**src/rtl/sr_bist.sv**
```systemverilog
// sr_bist: self-test engine for the serial shift register.
// It first measures the latency with a single marker bit, then sends PRBS7 data
// and counts received-bit mismatches.
module sr_bist #(
   parameter int unsigned MAX_LAT  = 200,
   parameter int unsigned PRBS_LEN = 1024,
   parameter int unsigned ERR_W    = 16
) (
   input  logic             clk,
   input  logic             rst_n,
   input  logic             bit_strobe,
   input  logic             start,
   input  logic             sr_out_i,
   output logic             sr_in_o,
   output logic             busy,
   output logic             done,
   output logic             fail,
   output logic [7:0]       latency,
   output logic [ERR_W-1:0] err_count
);

   localparam int unsigned LAT_W = 8;
   localparam int unsigned CMP_W = $clog2(PRBS_LEN + 1);
   localparam logic [6:0]  SEED  = 7'h7F;

   typedef enum logic [2:0] {
      S_IDLE, S_FLUSH, S_MARK, S_WAIT, S_PRBS, S_DONE
   } state_t;

   state_t           state, state_nxt;
   logic [LAT_W-1:0] cnt, cnt_nxt;
   logic [LAT_W-1:0] cnt_inc_c;
   logic [LAT_W-1:0] skip, skip_nxt;
   logic [CMP_W-1:0] cmp, cmp_nxt;
   logic [6:0]       tx_lfsr, tx_nxt;
   logic [6:0]       rx_lfsr, rx_nxt;
   logic             tx_bit_c, rx_bit_c;
   logic             sr_in_nxt, busy_nxt, done_nxt, fail_nxt;
   logic [7:0]       latency_nxt;
   logic [ERR_W-1:0] err_nxt;

   // PRBS7 (x^7 + x^6 + 1): the feedback bit is also the emitted bit
   assign tx_bit_c  = tx_lfsr[6] ^ tx_lfsr[5];
   assign rx_bit_c  = rx_lfsr[6] ^ rx_lfsr[5];
   assign cnt_inc_c = cnt + LAT_W'(1);

   // State, counters, LFSRs and registered outputs
   always_ff @(posedge clk or negedge rst_n) begin
      if (!rst_n) begin
         state     <= S_IDLE;
         cnt       <= '0;
         skip      <= '0;
         cmp       <= '0;
         tx_lfsr   <= '0;
         rx_lfsr   <= '0;
         sr_in_o   <= 1'b0;
         busy      <= 1'b0;
         done      <= 1'b0;
         fail      <= 1'b0;
         latency   <= '0;
         err_count <= '0;
      end else begin
         state     <= state_nxt;
         cnt       <= cnt_nxt;
         skip      <= skip_nxt;
         cmp       <= cmp_nxt;
         tx_lfsr   <= tx_nxt;
         rx_lfsr   <= rx_nxt;
         sr_in_o   <= sr_in_nxt;
         busy      <= busy_nxt;
         done      <= done_nxt;
         fail      <= fail_nxt;
         latency   <= latency_nxt;
         err_count <= err_nxt;
      end
   end

   // Next-state and next-output logic; all launch/sample work is strobe-qualified
   always_comb begin
      state_nxt   = state;
      cnt_nxt     = cnt;
      skip_nxt    = skip;
      cmp_nxt     = cmp;
      tx_nxt      = tx_lfsr;
      rx_nxt      = rx_lfsr;
      sr_in_nxt   = sr_in_o;
      busy_nxt    = busy;
      done_nxt    = done;
      fail_nxt    = fail;
      latency_nxt = latency;
      err_nxt     = err_count;

      case (state)
         S_IDLE, S_DONE: begin
            sr_in_nxt = 1'b0;
            if (start) begin
               latency_nxt = '0;
               err_nxt     = '0;
               done_nxt    = 1'b0;
               fail_nxt    = 1'b0;
               busy_nxt    = 1'b1;
               cnt_nxt     = '0;
               tx_nxt      = SEED;
               rx_nxt      = SEED;
               state_nxt   = S_FLUSH;
            end
         end

         S_FLUSH: begin
            sr_in_nxt = 1'b0;
            if (bit_strobe) begin
               if (cnt == LAT_W'(MAX_LAT - 1)) begin
                  cnt_nxt   = '0;
                  state_nxt = S_MARK;
               end else begin
                  cnt_nxt = cnt_inc_c;
               end
            end
         end

         S_MARK: begin
            if (bit_strobe) begin
               sr_in_nxt = 1'b1;
               cnt_nxt   = '0;
               state_nxt = S_WAIT;
            end
         end

         S_WAIT: begin
            if (bit_strobe) begin
               if (sr_out_i) begin
                  // Marker seen: this strobe also launches the first PRBS bit
                  latency_nxt = cnt_inc_c;
                  skip_nxt    = cnt;
                  cmp_nxt     = '0;
                  sr_in_nxt   = tx_bit_c;
                  tx_nxt      = {tx_lfsr[5:0], tx_bit_c};
                  state_nxt   = S_PRBS;
               end else if (cnt_inc_c == LAT_W'(MAX_LAT)) begin
                  latency_nxt = LAT_W'(MAX_LAT);
                  fail_nxt    = 1'b1;
                  busy_nxt    = 1'b0;
                  done_nxt    = 1'b1;
                  sr_in_nxt   = 1'b0;
                  state_nxt   = S_DONE;
               end else begin
                  sr_in_nxt = 1'b0;
                  cnt_nxt   = cnt_inc_c;
               end
            end
         end

         S_PRBS: begin
            if (bit_strobe) begin
               sr_in_nxt = tx_bit_c;
               tx_nxt    = {tx_lfsr[5:0], tx_bit_c};
               if (skip != '0) begin
                  // First PRBS bit has not reached the output yet
                  skip_nxt = skip - LAT_W'(1);
               end else begin
                  rx_nxt = {rx_lfsr[5:0], rx_bit_c};
                  if ((sr_out_i != rx_bit_c) && (err_count != '1)) begin
                     err_nxt = err_count + ERR_W'(1);
                  end
                  if (cmp == CMP_W'(PRBS_LEN - 1)) begin
                     busy_nxt  = 1'b0;
                     done_nxt  = 1'b1;
                     fail_nxt  = 1'b0;
                     sr_in_nxt = 1'b0;
                     state_nxt = S_DONE;
                  end else begin
                     cmp_nxt = cmp + CMP_W'(1);
                  end
               end
            end
         end

         default: state_nxt = S_IDLE;
      endcase
   end

endmodule

```
**config.mk**
```make
export PLATFORM = sky130hd
export DESIGN_NAME = sr_bist
export DESIGN_NICKNAME = d
export VERILOG_FILES = /design/src/rtl/sr_bist.sv
export SDC_FILE = /design/constraint.sdc
export NUM_CORES = 1
export LEC_CHECK = 0
export ABC_AREA = 1
export BUFFER_PORTS_ARGS = -buffer_cell sky130_fd_sc_hd__buf_2
export CAP_MARGIN = 10
export CORE_UTILIZATION = 55
export CTS_CLUSTER_DIAMETER = 200
export CTS_CLUSTER_SIZE = 8
export DETAILED_ROUTE_END_ITERATION = 7
export HOLD_SLACK_MARGIN = 0.06
export PLACE_DENSITY = 0.86
export SYNTH_ARGS = -nofsm -noshare
export SYNTH_HDL_FRONTEND = slang
export SYNTH_SLANG_ARGS = --single-unit
```
**constraint.sdc**
```tcl
create_clock -name clk -period 1.6 [get_ports clk]
set_input_delay 0.32 -clock clk [delete_from_list [all_inputs] [get_ports clk]]
set_output_delay 0.32 -clock clk [all_outputs]
set_load 0.02 [all_outputs]
```
==> impl_metrics.py, run 1 <==
metrics = {
    "global_routing": {
        "grt_pass1_wl_um": 22300,
        "antenna_found_initial": 0,
        "grt_max_degree": 73,
        "first_global_vias": 4799,
        "grt_usage_pct": 33.4,
        "overflow": 0,
    },
    "critical_path": {
        "r2r_start": "cnt[6]",
        "rr_endpoint": "latency[5]",
        "ff2ff_path_depth": 10,
        "rrSetupSlack_ps": -430,
        "required_ps": 1860,
        "path_max_fanout": 7,
        "crit_type": "register to register",
        "critPathArrivalTime_ps": 2290,
        "worstSetupStartpointType": "register",
        "end_kind": "register",
    },
    "cells_and_area": {
        "design_area_um2": 6830,
        "fill_cells": 337,
        "multi_input_area_um2": 3110,
        "final_core_util_pct": 87.5,
        "instances_no_fill": 850,
        "final-seq-area_um2": 1810,
        "drive_gt1_share_pct": 49.5,
        "synthToLayoutAreaGrowth_pct": 52.2,
        "final_nets": 754,
        "n_antenna_cell": 0,
    },
    "min_path": {
        "min_from": "sr_out_i",
        "hp-class": "primary input to register",
        "hold_depth": 4,
        "holdPathEnd": "latency[3]",
    },
    "synthesis": {
        "synth_nets": 607,
        "netlist_instances": 596,
        "netlist_area_um2": 4490,
        "ys_ff_latch": 72,
        "ys.flop_type": "dfrtp_1",
        "synth_simple_gate_area_share_pct": 37.6,
        "synth_top_family_by_area": "simple AND/OR/NAND/NOR gates",
        "syn_area_per_cell_um2": 7.53,
        "yosys_warnings": 0,
        "post_synth_fa_ha_maj_area_fraction_pct": 1.67,
        "synth_compound_area_share_pct": 9.20,
        "synth_xor_area_share_pct": 4.10,
        "async_flop_share_pct": 100,
        "synthMuxAreaShare_pct": 0,
        "yosysUniqueCellTypes": 36,
        "synth-edff-count": 0,
        "seq_area_frac_synth_pct": 40.2,
    },
    "timing": {
        "tightest_slew_ps": 439,
        "max_clock_freq_ghz": 0.493,
        "finalWorstSetupSlack_ps": -427,
        "rsz0062_at_grt": "yes",
        "finClkSkew_ps": 13.7,
        "slew_headroom_pct": 70.7,
        "post-route-period-util_pct": 127,
        "slew_viol_final": 0,
        "setup_viol": 72,
        "hold_viol": 0,
        "period_minus_slack_ps": 2030,
    },
    "drt": {
        "wl_per_cell_um": 22.5,
        "first_pass_iters": 5,
        "vias": 5420,
        "vias_per_cell": 6.38,
        "final_antenna_net_count": 0,
        "first_iter_violations": 573,
        "finalWirelength_um": 19100,
        "drc": 0,
    },
    "status": {
        "outcome": "finished, violations left",
        "violations": "negative setup slack",
    },
    "cts": {
        "clock_sinks": 72,
        "clk-insertion-delay-late_ps": 370,
        "ctsLongestPathBuffers": 2,
        "cts_tree": "built",
        "clk_pin_slew_ps": 80,
        "h-tree-depth": 3,
        "root_buffer": "clkbuf_8",
        "cts_inserted_buffers": 9,
    },
    "placement": {
        "pre_cts_ws_ps": -133,
        "detailed_place_hpwl_um": 7630,
        "gp_congestion": 0.888,
        "port_buffers": 32,
        "postPlaceCellArea_um2": 5220,
        "numPlacedInstances": 779,
    },
    "floorplan": {
        "dieArea_um2": 8520,
        "num_rows": 32,
        "initial_core_util_pct": 57.5,
        "ioPinCount": 33,
        "dieWidth_um": 92.3,
        "die_y_um": 92.3,
        "core_area_um2": 7810,
    },
    "power": {
        "p_leak_uw": 0.00328,
        "ir_worst_vdd_uv": 1370,
        "power_uw": 12000,
        "power.density_nw_per_um2": 1750,
    },
    "job": {
        "drv_cap": 0,
    },
}
## cells in the final DEF, fill, tap and decap left out, types with 8 or more instances in the layout
| cell type | netlist | final |
|---|---|---|
| buf_12 | 0 | 8 |
| buf_2 | 5 | 33 |
| buf_4 | 3 | 85 |
| buf_6 | 7 | 17 |
| clkbuf_8 | 0 | 10 |
| dfrtp_1 | 72 | 65 |
| inv_1 | 42 | 37 |
| nand2_1 | 184 | 111 |
| nand2_2 | 9 | 57 |
| nand2_4 | 10 | 30 |
| nand3_1 | 49 | 38 |
| nand3_2 | 2 | 11 |
| nor2_1 | 69 | 51 |
| nor2_2 | 6 | 9 |
| nor2_4 | 6 | 21 |
| o21ai_1 | 17 | 15 |
| o21ai_2 | 5 | 20 |
| xor2_1 | 18 | 18 |
## sequential cells by signal, summed over array words and instances (netlist names), 3 cells and up
signal,count
tx_lfsr,7
cnt,8
err_count,16
state,3
skip,8
latency,8
rx_lfsr,7
cmp,11
## critical path, stage by stage (launching register included)
cell and delay (ps):
dfrtp_1 530, nand2_1 120, nor2_1 250, nand3_1 230, nand2_2 190, nor2_4 70, nand2_4 120, nand2_8 110
buf_12 150, nand3_1 80, nand2_1 60
## synthesized netlist by cell type, drive strengths merged, types with 3 or more instances
master | instances | share of area, %
a21oi | 15 | 1.7
nor3 | 8 | 1.0
nand2 | 203 | 19
nand4 | 3 | 0.42
xor2 | 18 | 3.5
nand3 | 54 | 7.1
dfrtp | 72 | 40
buf | 15 | 2.8
inv | 50 | 4.2
a22oi | 3 | 0.50
xnor2 | 3 | 0.59
clkbuf | 3 | 0.25
nand3b | 3 | 0.50
ha | 6 | 1.7
nor2 | 83 | 9.0
o21ai | 43 | 5.2
o21a | 4 | 0.67
## area by class of cell
type                            count  area share, %
Timing Repair inverter              1         0.0916
Clock inverter                      6           1.21
Clock buffer                       10           2.02
Inverter                           50           3.22
Tap cell                          102           1.87
Sequential cell                    72           26.5
Multi-Input combinational cell    457           45.5
Timing Repair Buffer              152           19.5
## what timing repair did
item,CTS,global route
setup buffers,28,20
resized for setup,94,160
endpoints found under the setup margin,64,72
gates cloned,2,5
pin swaps,52,58
endpoints found under the hold margin,72,0
hold buffers,1,0
## cell families (layout without fill, tap and decap cells)
family                   count (synthesis)  in the layout
adder cells (fa/ha/maj)                  6              6
AND/OR/NAND/NOR                        357            358
buffers and inverters                   68            219
AO/OA/AOI/OAI                           72             72
XOR/XNOR                                21             21
flip-flops                              72             72
## worst max path at each step
stage | slack, ps | from | endpoint
after floorplan | 0.3 | cnt[1] | latency[0]
after global placement | -60 | cnt[1] | state[0]
after detailed placement | -130 | skip[0] | cmp[6]
after CTS | -110 | cnt[1] | latency[3]
after global routing | -370 | cnt[0] | cnt[5]
final | -430 | cnt[6] | latency[5]
## layer usage
metal	track usage [%]	up-vias	share of wire, %
li1	-	2214	-
met1	35.2	2519	32
met2	62.6	479	49
met3	6.98	208	9.3
met4	16.3	0	10
met5	0	-	0
## per-stage QoR
stage | hold slack (ps) | TNS [ps]
after detailed placement | 378 | -3170
after global placement | 375 | -774
after CTS | 425 | -1560
after floorplan | 24.4 | 0
final | 444 | -16490
after global routing | 423 | -15800
## where the power goes
part | internal (uW) | total [uW] | switching [uW] | leakage [uW]
clock network | 913 | 1700 | 783 | 0.000112
logic | 3280 | 7700 | 4410 | 0.00225
registers | 2200 | 2570 | 366 | 0.000918
Power figures use the tool's default switching activity.
==> inputs of run 2 (changes only) <==
--- a/config.mk
+++ b/config.mk
@@ -13,7 +13,7 @@
 export CTS_CLUSTER_SIZE = 8
 export DETAILED_ROUTE_END_ITERATION = 7
 export HOLD_SLACK_MARGIN = 0.06
-export PLACE_DENSITY = 0.86
+export PLACE_DENSITY = 0.83
 export SYNTH_ARGS = -nofsm -noshare
 export SYNTH_HDL_FRONTEND = slang
 export SYNTH_SLANG_ARGS = --single-unit
==> constraint.sdc (replaced) <==
create_clock -name clk -period 2.4 [get_ports clk]
set_input_delay 0.48 -clock clk [delete_from_list [all_inputs] [get_ports clk]]
set_output_delay 0.48 -clock clk [all_outputs]
set_load 0.02 [all_outputs]
==> run 2 against run 1 <==
- the run now ends clean
- clock power fell by 46%
- sequential share of layout area rose by 11 points
- setup slack improved by 780 ps
- clock-buffer cell count did not move
- register-to-register slack improved by 780 ps
- total power fell by 60%
- first-iteration DRC count fell by 66%
==> impl_metrics.py, run 2 (same netlist as run 1, synthesis figures left out) <==
metrics = {
    "floorplan": {
        "initial_core_util_pct": 57.5,
        "num_rows": 32,
        "core_area_um2": 7810,
        "die_y_um": 92.3,
        "dieWidth_um": 92.3,
        "dieArea_um2": 8520,
        "ioPinCount": 33,
    },
    "cells_and_area": {
        "layout_common_cells": "nand2_1, dfrtp_1, nor2_1",
        "final_nets": 638,
        "fill_cells": 673,
        "synthToLayoutAreaGrowth_pct": 8.25,
        "final_core_util_pct": 62.2,
        "layout.cells.most_common": "nand2_1",
        "largest_register_ffs": 16,
        "drive_gt1_share_pct": 16.7,
        "instances_no_fill": 732,
        "n_antenna_cell": 0,
        "reg.largest.list": "err_count x16, cmp x11",
        "regMostFlops": "err_count",
    },
    "drt": {
        "final_antenna_net_count": 0,
        "first_pass_iters": 4,
        "finalWirelength_um": 9570,
        "first_iter_violations": 196,
        "vias": 3896,
        "wl_met1_um": 4260,
        "dr_wl_met3_um": 327,
        "vias_per_cell": 5.32,
        "wl_per_cell_um": 13.1,
        "highest_layer": "met4",
        "met2_length_um": 4730,
        "drc": 0,
    },
    "timing": {
        "slew_headroom_pct": 57.3,
        "setup_viol": 0,
        "finClkSkew_ps": 14.3,
        "max_clock_freq_ghz": 0.489,
        "slew_viol_final": 0,
        "hold_viol": 0,
        "fin_setup_tns_ps": 0,
        "rsz0062_at_grt": "no",
        "tightest_slew_ps": 641,
        "period_minus_slack_ps": 2040,
        "post-route-period-util_pct": 85.2,
    },
    "placement": {
        "detailed_place_hpwl_um": 6890,
        "numPlacedInstances": 718,
        "port_buffers": 32,
        "gp_congestion": 0.876,
    },
    "global_routing": {
        "overflow": 0,
        "grt_max_degree": 30,
        "grt_usage_pct": 24.2,
        "antenna_found_initial": 0,
        "first_global_vias": 3699,
        "grt_pass1_wl_um": 16500,
    },
    "min_path": {
        "hp-class": "primary input to async pin",
    },
    "job": {
        "drv_cap": 0,
    },
    "power": {
        "power_uw": 4740,
        "power.density_nw_per_um2": 977,
        "ir_worst_vdd_uv": 716,
        "p_leak_uw": 0.00238,
    },
    "critical_path": {
        "required_ps": 2630,
        "rrSetupSlack_ps": 360,
        "r2r_start": "err_count[0]",
        "end_kind": "register",
        "rr_endpoint": "err_count[0]",
        "critPathArrivalTime_ps": 2280,
        "ff2ff_path_depth": 12,
        "crit_type": "register to register",
        "path_max_fanout": 23,
        "worstSetupStartpointType": "register",
    },
    "cts": {
        "ctsLongestPathBuffers": 2,
        "cts_resized": 0,
        "holdBufCountCts": 0,
        "clk_pin_slew_ps": 80,
        "clock_sinks": 72,
        "cts_tree": "built",
        "root_buffer": "clkbuf_8",
        "cts_inserted_buffers": 9,
        "post-cts-setup-buffers": 0,
        "clk-insertion-delay-late_ps": 350,
        "h-tree-depth": 3,
    },
    "status": {
        "outcome": "finished, final reports clean",
    },
}
==> run 2: power by group <==
group / leakage [uW] / internal (uW) / total [uW] / switching (uW)
logic: 0.00137 / 658 / 2120 / 1460
registers: 0.000929 / 1460 / 1710 / 250
clock network: 0.0000880 / 466 / 910 / 444
==> run 2: cell type report <==
type,count,area [um2],area share [%]
multi-input cells,456,2360,48.6
flip-flops and latches,72,1800,37.1
repair buffers,38,205,4.22
inverters,50,188,3.86
clock buffers,10,128,2.63
well taps,102,128,2.63
clock inverters,4,47.5,0.979
==> run 2: worst max-delay path by stage <==
stage / cells past startpoint / start / end
floorplan: 12 / err_count[0] / err_count[5]
detailed placement: 12 / err_count[0] / err_count[10]
CTS: 12 / err_count[0] / err_count[0]
global placement: 9 / state[2] / err_count[14]
finish: 12 / err_count[0] / err_count[0]
global route: 12 / err_count[0] / err_count[12]
==> run 2: per-layer routing <==
| metal | GRT usage, % | vias to the layer above |
|---|---|---|
| met5 | 0 | - |
| met2 | 41.3 | 76 |
| met4 | 11.7 | 0 |
| met3 | 3.94 | 21 |
| met1 | 29.9 | 1840 |
| li1 | - | 1959 |
==> run 2: per-stage QoR <==
step	hold slack [ps]	instance area, um2	worst slack [ps]
finish	146	4860	356
global route	191	4860	132
CTS	166	4860	356
detailed placement	459	4680	354
global placement	452	4680	411
floorplan	184	4490	694
==> run 2: critical path: stages, from the launching register on <==
cell,delay (ps)
dfrtp_1,420
ha_1,200
nand2_1,60
inv_1,110
nand2_1,110
nor2_2,240
nand3_1,120
nand2_1,70
nand2_1,70
nand2_4,240
inv_2,150
nand2_1,90
nand2_1,50
